<file path="src/rtl/mux3s_rr_arbiter_if.sv">
// Handshake bundle between the mux3s round-robin arbiter and its surroundings.
// master: the arbiter side (drives grant, select, valid, error).
// slave : the requester/consumer side.
interface mux3s_rr_arbiter_if;
   logic [2:0] req_i;
   logic [2:0] last_i;
   logic [2:0] gnt_o;
   logic [1:0] sel_o;
   logic       valid_o;
   logic       ready_i;
   logic       err_o;

   modport master (
      input  req_i,
      input  last_i,
      input  ready_i,
      output gnt_o,
      output sel_o,
      output valid_o,
      output err_o
   );

   modport slave (
      output req_i,
      output last_i,
      output ready_i,
      input  gnt_o,
      input  sel_o,
      input  valid_o,
      input  err_o
   );
endinterface

</file>
<file path="src/rtl/mux3s_rr_arbiter.sv">
// Round-robin burst arbiter driving the select pins of a mux3s 3:1 mux.
// One requester is granted at a time; the grant is released on a last beat,
// after MaxBeats transfers (0 = unlimited), or, when the optional feature is
// built, after TimeoutCycles consecutive cycles with the granted request low.
// Optional feature macro: MUX3S_RR_ARBITER_TIMEOUT_EN (idle timeout + err_o).
module mux3s_rr_arbiter #(
   parameter int MaxBeats      = 16,
   parameter int TimeoutCycles = 8
) (
   input  logic                  clk_i,
   input  logic                  rst_i,
   mux3s_rr_arbiter_if.master    bus
);

   localparam int CntW     = (MaxBeats == 0) ? 1 : $clog2(MaxBeats + 1);
   localparam int LastBeat = (MaxBeats == 0) ? 0 : MaxBeats - 1;

   if (TimeoutCycles < 1) begin : g_bad_timeout
      $error("TimeoutCycles must be >= 1");
   end

   typedef enum logic {
      ST_IDLE,
      ST_GRANT
   } state_t;

   state_t            state_q, state_d;
   logic [1:0]        g_q, g_d;
   logic [1:0]        ptr_q, ptr_d;
   logic [CntW-1:0]   cnt_q, cnt_d;
   logic [1:0]        sel_q, sel_d;

`ifdef MUX3S_RR_ARBITER_TIMEOUT_EN
   localparam int IdleW = (TimeoutCycles < 2) ? 1 : $clog2(TimeoutCycles + 1);
   logic [IdleW-1:0]  idle_q, idle_d;
`endif

   // Search ptr, ptr+1, ptr+2 (mod 3); returns {found, index}.
   function automatic logic [2:0] pick(input logic [1:0] p, input logic [2:0] r);
      logic       found;
      logic [1:0] idx;
      logic [1:0] c;
      found = 1'b0;
      idx   = 2'd0;
      for (int unsigned k = 0; k < 3; k++) begin
         c = 2'((32'(p) + k) % 3);
         if (!found && r[c]) begin
            found = 1'b1;
            idx   = c;
         end
      end
      return {found, idx};
   endfunction

   // mux3s select encoding: i0=10, i1=11, i2=00.
   function automatic logic [1:0] enc(input logic [1:0] g);
      case (g)
         2'd0:    return 2'b10;
         2'd1:    return 2'b11;
         2'd2:    return 2'b00;
         default: return 2'b10;
      endcase
   endfunction

   function automatic logic [1:0] next_ptr(input logic [1:0] g);
      return (g == 2'd2) ? 2'd0 : g + 2'd1;
   endfunction

   // State, grant index, pointer, beat counter and select register.
   always_ff @(posedge clk_i or posedge rst_i) begin
      if (rst_i) begin
         state_q <= ST_IDLE;
         g_q     <= 2'd0;
         ptr_q   <= 2'd0;
         cnt_q   <= '0;
         sel_q   <= 2'b10;
      end else begin
         state_q <= state_d;
         g_q     <= g_d;
         ptr_q   <= ptr_d;
         cnt_q   <= cnt_d;
         sel_q   <= sel_d;
      end
   end

`ifdef MUX3S_RR_ARBITER_TIMEOUT_EN
   // Consecutive-cycles-without-request counter for the granted requester.
   always_ff @(posedge clk_i or posedge rst_i) begin
      if (rst_i) idle_q <= '0;
      else       idle_q <= idle_d;
   end
`endif

   // Next-state, arbitration and handshake outputs.
   always_comb begin
      logic [2:0] gnt_vec;
      logic       req_g;
      logic       last_g;
      logic       xfer;
      logic       rel;
      logic [1:0] np;
      logic [2:0] win;

      state_d = state_q;
      g_d     = g_q;
      ptr_d   = ptr_q;
      cnt_d   = cnt_q;
      sel_d   = sel_q;
      gnt_vec = 3'b000;
      req_g   = 1'b0;
      last_g  = 1'b0;
      xfer    = 1'b0;
      rel     = 1'b0;
      np      = ptr_q;
      win     = 3'b000;
      bus.gnt_o   = 3'b000;
      bus.valid_o = 1'b0;
      bus.err_o   = 1'b0;
`ifdef MUX3S_RR_ARBITER_TIMEOUT_EN
      idle_d  = '0;
`endif

      case (state_q)
         ST_IDLE: begin
            win = pick(ptr_q, bus.req_i);
            if (win[2]) begin
               state_d = ST_GRANT;
               g_d     = win[1:0];
               cnt_d   = '0;
               sel_d   = enc(win[1:0]);
            end
         end

         ST_GRANT: begin
            gnt_vec     = 3'b001 << g_q;
            req_g       = |(bus.req_i & gnt_vec);
            last_g      = |(bus.last_i & gnt_vec);
            bus.gnt_o   = gnt_vec;
            bus.valid_o = req_g;
            xfer        = req_g && bus.ready_i;
            rel         = xfer && (last_g ||
                          ((MaxBeats != 0) && (cnt_q == CntW'(LastBeat))));
`ifdef MUX3S_RR_ARBITER_TIMEOUT_EN
            if (!req_g) begin
               if (idle_q == IdleW'(TimeoutCycles - 1)) begin
                  bus.err_o = 1'b1;
                  rel       = 1'b1;
               end else begin
                  idle_d = idle_q + IdleW'(1);
               end
            end
`endif
            if (rel) begin
               // Re-arbitrate from the advanced pointer in the release cycle
               // so back-to-back grants carry no bubble.
               np    = next_ptr(g_q);
               ptr_d = np;
               cnt_d = '0;
               win   = pick(np, bus.req_i);
               if (win[2]) begin
                  g_d   = win[1:0];
                  sel_d = enc(win[1:0]);
               end else begin
                  state_d = ST_IDLE;
               end
            end else if (xfer && (MaxBeats != 0)) begin
               cnt_d = cnt_q + CntW'(1);
            end
         end

         default: state_d = ST_IDLE;
      endcase
   end

   assign bus.sel_o = sel_q;

endmodule
</file>
<file path="src/flat_wrapper.sv">
// flat-port wrapper written by rule: the top's interface ports become plain ports
module mux3s_rr_arbiter_flat 
#(
   parameter int MaxBeats      = 16,
   parameter int TimeoutCycles = 8
)
  (clk_i, rst_i, bus_req_i, bus_last_i, bus_ready_i, bus_gnt_o, bus_sel_o, bus_valid_o, bus_err_o);
  mux3s_rr_arbiter_if bus_i ();
  input  logic clk_i;
  input  logic rst_i;
  input wire logic [$bits(bus_i.req_i)-1:0] bus_req_i;
  input wire logic [$bits(bus_i.last_i)-1:0] bus_last_i;
  input wire logic [$bits(bus_i.ready_i)-1:0] bus_ready_i;
  output wire logic [$bits(bus_i.gnt_o)-1:0] bus_gnt_o;
  output wire logic [$bits(bus_i.sel_o)-1:0] bus_sel_o;
  output wire logic [$bits(bus_i.valid_o)-1:0] bus_valid_o;
  output wire logic [$bits(bus_i.err_o)-1:0] bus_err_o;
  assign bus_i.req_i = bus_req_i;
  assign bus_i.last_i = bus_last_i;
  assign bus_i.ready_i = bus_ready_i;
  assign bus_gnt_o = bus_i.gnt_o;
  assign bus_sel_o = bus_i.sel_o;
  assign bus_valid_o = bus_i.valid_o;
  assign bus_err_o = bus_i.err_o;
  mux3s_rr_arbiter #(.MaxBeats(MaxBeats), .TimeoutCycles(TimeoutCycles)) u_core (.clk_i(clk_i), .rst_i(rst_i), .bus(bus_i));
endmodule
</file>
<file path="config.mk">
export PLATFORM = sky130hd
export DESIGN_NAME = mux3s_rr_arbiter_flat
export DESIGN_NICKNAME = d
export VERILOG_FILES = /design/src/rtl/mux3s_rr_arbiter_if.sv /design/src/rtl/mux3s_rr_arbiter.sv /design/src/flat_wrapper.sv
export SDC_FILE = /design/constraint.sdc
export NUM_CORES = 1
export LEC_CHECK = 0
export CAP_MARGIN = 10
export CORE_MARGIN = 4
export CORE_UTILIZATION = 47
export DETAILED_ROUTE_END_ITERATION = 7
export PLACE_DENSITY_LB_ADDON = 0.12
export SETUP_SLACK_MARGIN = 0.3
export SLEW_MARGIN = 5
export SYNTH_ARGS = -nofsm -noshare
export SYNTH_HDL_FRONTEND = slang
export SYNTH_SLANG_ARGS = --single-unit
</file>
<file path="constraint.sdc">
create_clock -name clk_i -period 2.03 [get_ports clk_i]
set_input_delay 0.406 -clock clk_i [delete_from_list [all_inputs] [get_ports clk_i]]
set_output_delay 0.406 -clock clk_i [all_outputs]
set_load 0.01 [all_outputs]
</file>
### After elaboration in Yosys (flattened, before gate mapping)

Cells that the tools add are included.

| storage, ports and cells | value |
|---|---|
| register bits | 12 |
| output and inout port bits | 7 |
| input bits | 9 |
| word-level logic and storage cells | 110 |

| cells by class | value |
|---|---|
| add/subtract/negate cells | 6 |
| shifts and indexed selects | 1 |
| multiplexer cells | 57 |
| $lt $le $gt $ge | 6 |
| equal/unequal tests | 10 |
| reductions and logical operators | 16 |
| div/mod/pow operators | 6 |
| bitwise operators | 3 |

Operators with widths:

| operator | number |
|---|---|
| 32-bit by 2-bit modulo with 32-bit output, second input constant | 4 |
| 2-bit by 2-bit modulo with 32-bit output, second input constant | 2 |
| 2-bit 2-to-1 mux | 16 |
| 1-bit 2-to-1 mux | 25 |
| 2-bit by 3-bit < comparator with 1-bit output, second input constant | 6 |
| 2-bit case mux with 2 select lines | 4 |
| 5-bit 2-to-1 mux | 3 |
| 1-bit binary-select mux with 2-bit select | 6 |
| 5-bit case mux with 2 select lines | 1 |
| 2-bit by 1-bit adder with 3-bit output, second input constant | 2 |
| 2-bit by 2-bit adder with 3-bit output, second input constant | 2 |
| 3-bit AND | 2 |
| 2-bit == test, second input constant | 3 |
| 1-bit logical AND | 6 |
| 3-bit OR reduction | 2 |
| 5-bit by 1-bit adder with 5-bit output, second input constant | 1 |
| 5-bit by 4-bit == test with 1-bit output, second input constant | 1 |
| 2-bit by 1-bit == test with 1-bit output, second input constant | 2 |
| 1-bit zero test | 4 |
| 2-bit != test, second input constant | 2 |
| 2-bit AND reduction | 2 |
| 3-bit 2-to-1 mux | 1 |
| 3-bit != test, second input constant | 1 |
| 3-bit AND reduction | 1 |
| 6 further kinds | 6 |

### Logic depth before layout (Yosys ltp)

| depth | value |
|---|---|
| depth after elaboration | 23 |
| mapped depth | 7 |
| gate-level depth less buffers | 7 |

### Worst setup path after synthesis

No wires, ideal clock.

| path | value |
|---|---|
| kind | register to register |
| start point | register u_core.ptr_q[0] |
| end point | register u_core.sel_q[1] (netlist: u_core.bus.sel_o[1]) |
| clock period less this slack | 1.960 ns |
| slack | 0.070 ns |
| buffers on the path | 0 |
| stages on the path, launching flop included | 8 |
| arrival time | 1.878 ns |
| data required time | 1.948 ns |
| library setup time | 0.082 ns |
| cells stage by stage | dfrtp_1 > inv_1 > ha_1 > mux2i_1 > o221ai_1 > o32a_1 > o31a_1 > mux2_4 |

| between the ends | value |
|---|---|
| word-level cells in the longest chain between the ends | 17 |
| elaborated cells between the ends (all ways) | 32 |
| those cells by class | add/sub: 2; div: 3; eq/ne: 3; mux: 19; reduce/logical: 5 |

RTL lines:

| element | line | source |
|---|---|---|
| start, declared | mux3s_rr_arbiter.sv:29 | `logic [1:0] ptr_q, ptr_d;` |
| start signal, assigned | mux3s_rr_arbiter.sv:80 | `ptr_q <= ptr_d;` |
| branches (longest 17 deep; another with 32-bit by 2-bit modulo with 32-bit output) | -- |  |
| end signal, assigned | mux3s_rr_arbiter.sv:82 | `sel_q <= sel_d;` |
| end, declared | mux3s_rr_arbiter.sv:31 | `logic [1:0] sel_q, sel_d;` |

Several ways; the timed one is not identified. The select of a mux whose other input is x is not followed.
A chain may end at the register's enable or synchronous reset.

### Worst setup path after layout

Same ends and word-level chain as after synthesis.

==> metrics <==
number of I/O pins=16; post-route design area=1630 sq um; clock power share=39.1%; Synth Area per Inst=9.07 sq um; FILL cells=99; worst setup margin=-31.9 ps; TritonCTS Buffers=3; Syn Inst Count=109; Required @ worst endpoint=2260 ps; critical path capture point type=flop; Synth Register Bits=12; register area=307 sq um; TritonCTS clock tree=done; most common cell after layout, fill and taps aside=buf_4; ANT nets after route=0; Leakage=0.650 nW; R2R Path End=u_core.bus.sel_o[1]$_DFFE_PP1P_; Total GRT Usage=21.4%; synth-to-layout area growth=65.1%; multi-input logic area=779 sq um; Area contributors post-synth=dfrtp_1 (28%), mux2i_1 (10%), ha_1 (7.6%); clock slew at reported path FFs=90 ps; Netlist Area Pre-Place=988 sq um; # DRC=0; # diodes=0; critical path class=flop to flop; Syn Nets=124; num rows=16; clk_lat worst skew=290 ps; clk sinks=12; failing checks=setup timing; Yosys top cell area share=27.8%; RR Startpoint=u_core.ptr_q[0]$_DFFE_PP0P_; first-pass GRT wire length=4440 um; vias in the first global route=965; Min Hold Slack=413 ps; pwr/cell area=320 nW/um^2; R2R cell count=7; total of max-cap violations=0; post-synthesis sequential area ratio=30.5%; Fin. Hold Viols=0; Seq pwr share=46.7%; DRT Pass-1 Iters=4; Max H-tree Level=1; DR vias/cell=5.81; HPWL after detailed placement=2010 um; min Tclk post-route=2060 ps; Net Sw Frac=25.6%; chip height=53.9 um; commonest non-fill, non-tap cells in the layout=buf_4 (25), buf_6 (9), mux2i_1 (8), inv_1 (8), dfrtp_1 (7); final setup violation count=2; Worst setup SP type=flop; Syn. warnings=0; Buffers on Ports=14; Pint=388 uW; Avg WL per Cell=17.1 um; clock skew=12.0 ps; core area=1980 sq um; width of the die=53.9 um; Die Area=2900 sq um; Root Driver=clkbuf_4; DRT Wirelength=3110 um; Peak VDD IR=0.451 mV; layout cells sized above 1=52.3%; 1st-iter DRT viols=41; placed cell area=1330 sq um; reg2reg setup slack=-30 ps; combinational power share=14.2%; Final #Nets=171; Final Max Tran Viols=0; Starting Density=49.9%; status=finished with violations; total negative slack=-53.5 ps; Unique masters post-synth=40; Synth area leader=dfrtp_1; Fmax=485 MHz; clock tree buffer depth=2; final period utilization=102%; Critical Path AT=2290 ps; P_sw=133 uW; CTS hold repair buffers=0; Via Count=1058; Hold Path Class=input pin to async pin; total gr overflow=0; unrepaired setup endpoints after global routing=true; Max FO, Critical Path=5; maximum number of pins on one net before global-route repair=13; initial antenna violation count=0; final RePlAce weighted congestion=0.890
==> per-layer routing <==
layer	share of wire, %	global-route usage [%]	up-vias	wire, um
li1	-	-	495	-
met1	43	28.1	509	1330
met2	48	35.7	46	1500
met3	6.5	2.77	8	202
met4	2.4	7.23	0	75
met5	0	0	-	0
==> Yosys cell counts, drive strengths merged <==
library cell,number
or4,1
o221ai,2
nor3,5
mux2i,10
nand3b,1
nor2,5
ha,6
o31ai,1
nand2b,2
a221o,1
o21bai,1
a221oi,1
a21oi,6
nor2b,1
nor4,1
o32a,1
o31a,4
o211ai,3
nand4,1
dfrtp,11
o21ai,5
and2b,1
nand2,4
nand4b,1
o21ba,1
a31oi,1
buf,7
a22o,2
conb,1
nand3,2
a211oi,2
inv,12
mux2,3
dfstp,1
and3,2
==> layout make-up <==
type / instances / area share, %
inverters: 12 / 3.14
clock buffers: 4 / 2.22
multi-input cells: 78 / 47.8
repair buffers: 49 / 26.0
flip-flops and latches: 12 / 18.8
well taps: 27 / 2.07
==> critical path, stage by stage, from the launching register on <==
cell and delay, ps:
dfrtp_2 430, inv_2 70, ha_2 230, nand2b_1 160
and3_1 230, o32a_1 350, o31a_1 270, mux2_4 260
==> metrics by stage <==
step                utilization, %  setup slack [ps]  power, mW  instances
floorplan                        -               149      0.280        109
global placement              67.1              -277      0.310        163
detailed placement            67.1              -343      0.313        163
CTS                           75.5              26.3      0.519        176
global route                  82.3             -84.6      0.553        182
finish                        82.3             -31.9      0.521        182
==> flip-flops by register name, summed over array words and instances, names as in the netlist <==
| name | flops |
|---|---|
| u_core.bus.sel_o | 2 |
| u_core.state_q | 1 |
| u_core.g_q | 2 |
| u_core.ptr_q | 2 |
| u_core.cnt_q | 5 |
==> cells by family (layout without fill, tap and decap cells) <==
group           count (synthesis)  in the layout  share of synthesized area (%)
mux                            13             13                           14.3
simple gates                   27             27                           14.8
other cells                     1              1                          0.379
compound gates                 31             31                           23.4
buf+inv                        19             65                           8.99
flops                          12             12                           30.5
fa+ha+maj                       6              6                           7.59
==> power by group through the flow <==
stage               registers, mW  logic (mW)  clock network [mW]
floorplan                   0.247      0.0335                   0
global placement            0.247      0.0627                   0
detailed placement          0.248      0.0652                   0
CTS                         0.243      0.0693               0.207
global route                0.244      0.0795               0.230
finish                      0.243      0.0741               0.204
==> worst max-delay path by stage <==
| stage | start | to | slack (ps) | cells past startpoint |
|---|---|---|---|---|
| floorplan | u_core.ptr_q[0]$_DFFE_PP0P_ | u_core.bus.sel_o[1]$_DFFE_PP1P_ | 150 | 7 |
| global placement | bus_req_i[0] | bus_valid_o | -280 | 6 |
| detailed placement | bus_req_i[2] | u_core.bus.sel_o[1]$_DFFE_PP1P_ | -340 | 7 |
| CTS | u_core.ptr_q[0]$_DFFE_PP0P_ | u_core.bus.sel_o[1]$_DFFE_PP1P_ | 30 | 7 |
| global route | u_core.ptr_q[0]$_DFFE_PP0P_ | u_core.bus.sel_o[1]$_DFFE_PP1P_ | -80 | 7 |
| finish | u_core.ptr_q[0]$_DFFE_PP0P_ | u_core.bus.sel_o[1]$_DFFE_PP1P_ | -30 | 7 |
==> repair_timing <==
| action | CTS | global route |
|---|---|---|
| gates resized for setup | 30 | 30 |
| setup buffers | 9 | 6 |
| pin swaps | 3 | 5 |
| setup endpoints to repair | 17 | 16 |
Power figures use the tool's default switching activity.
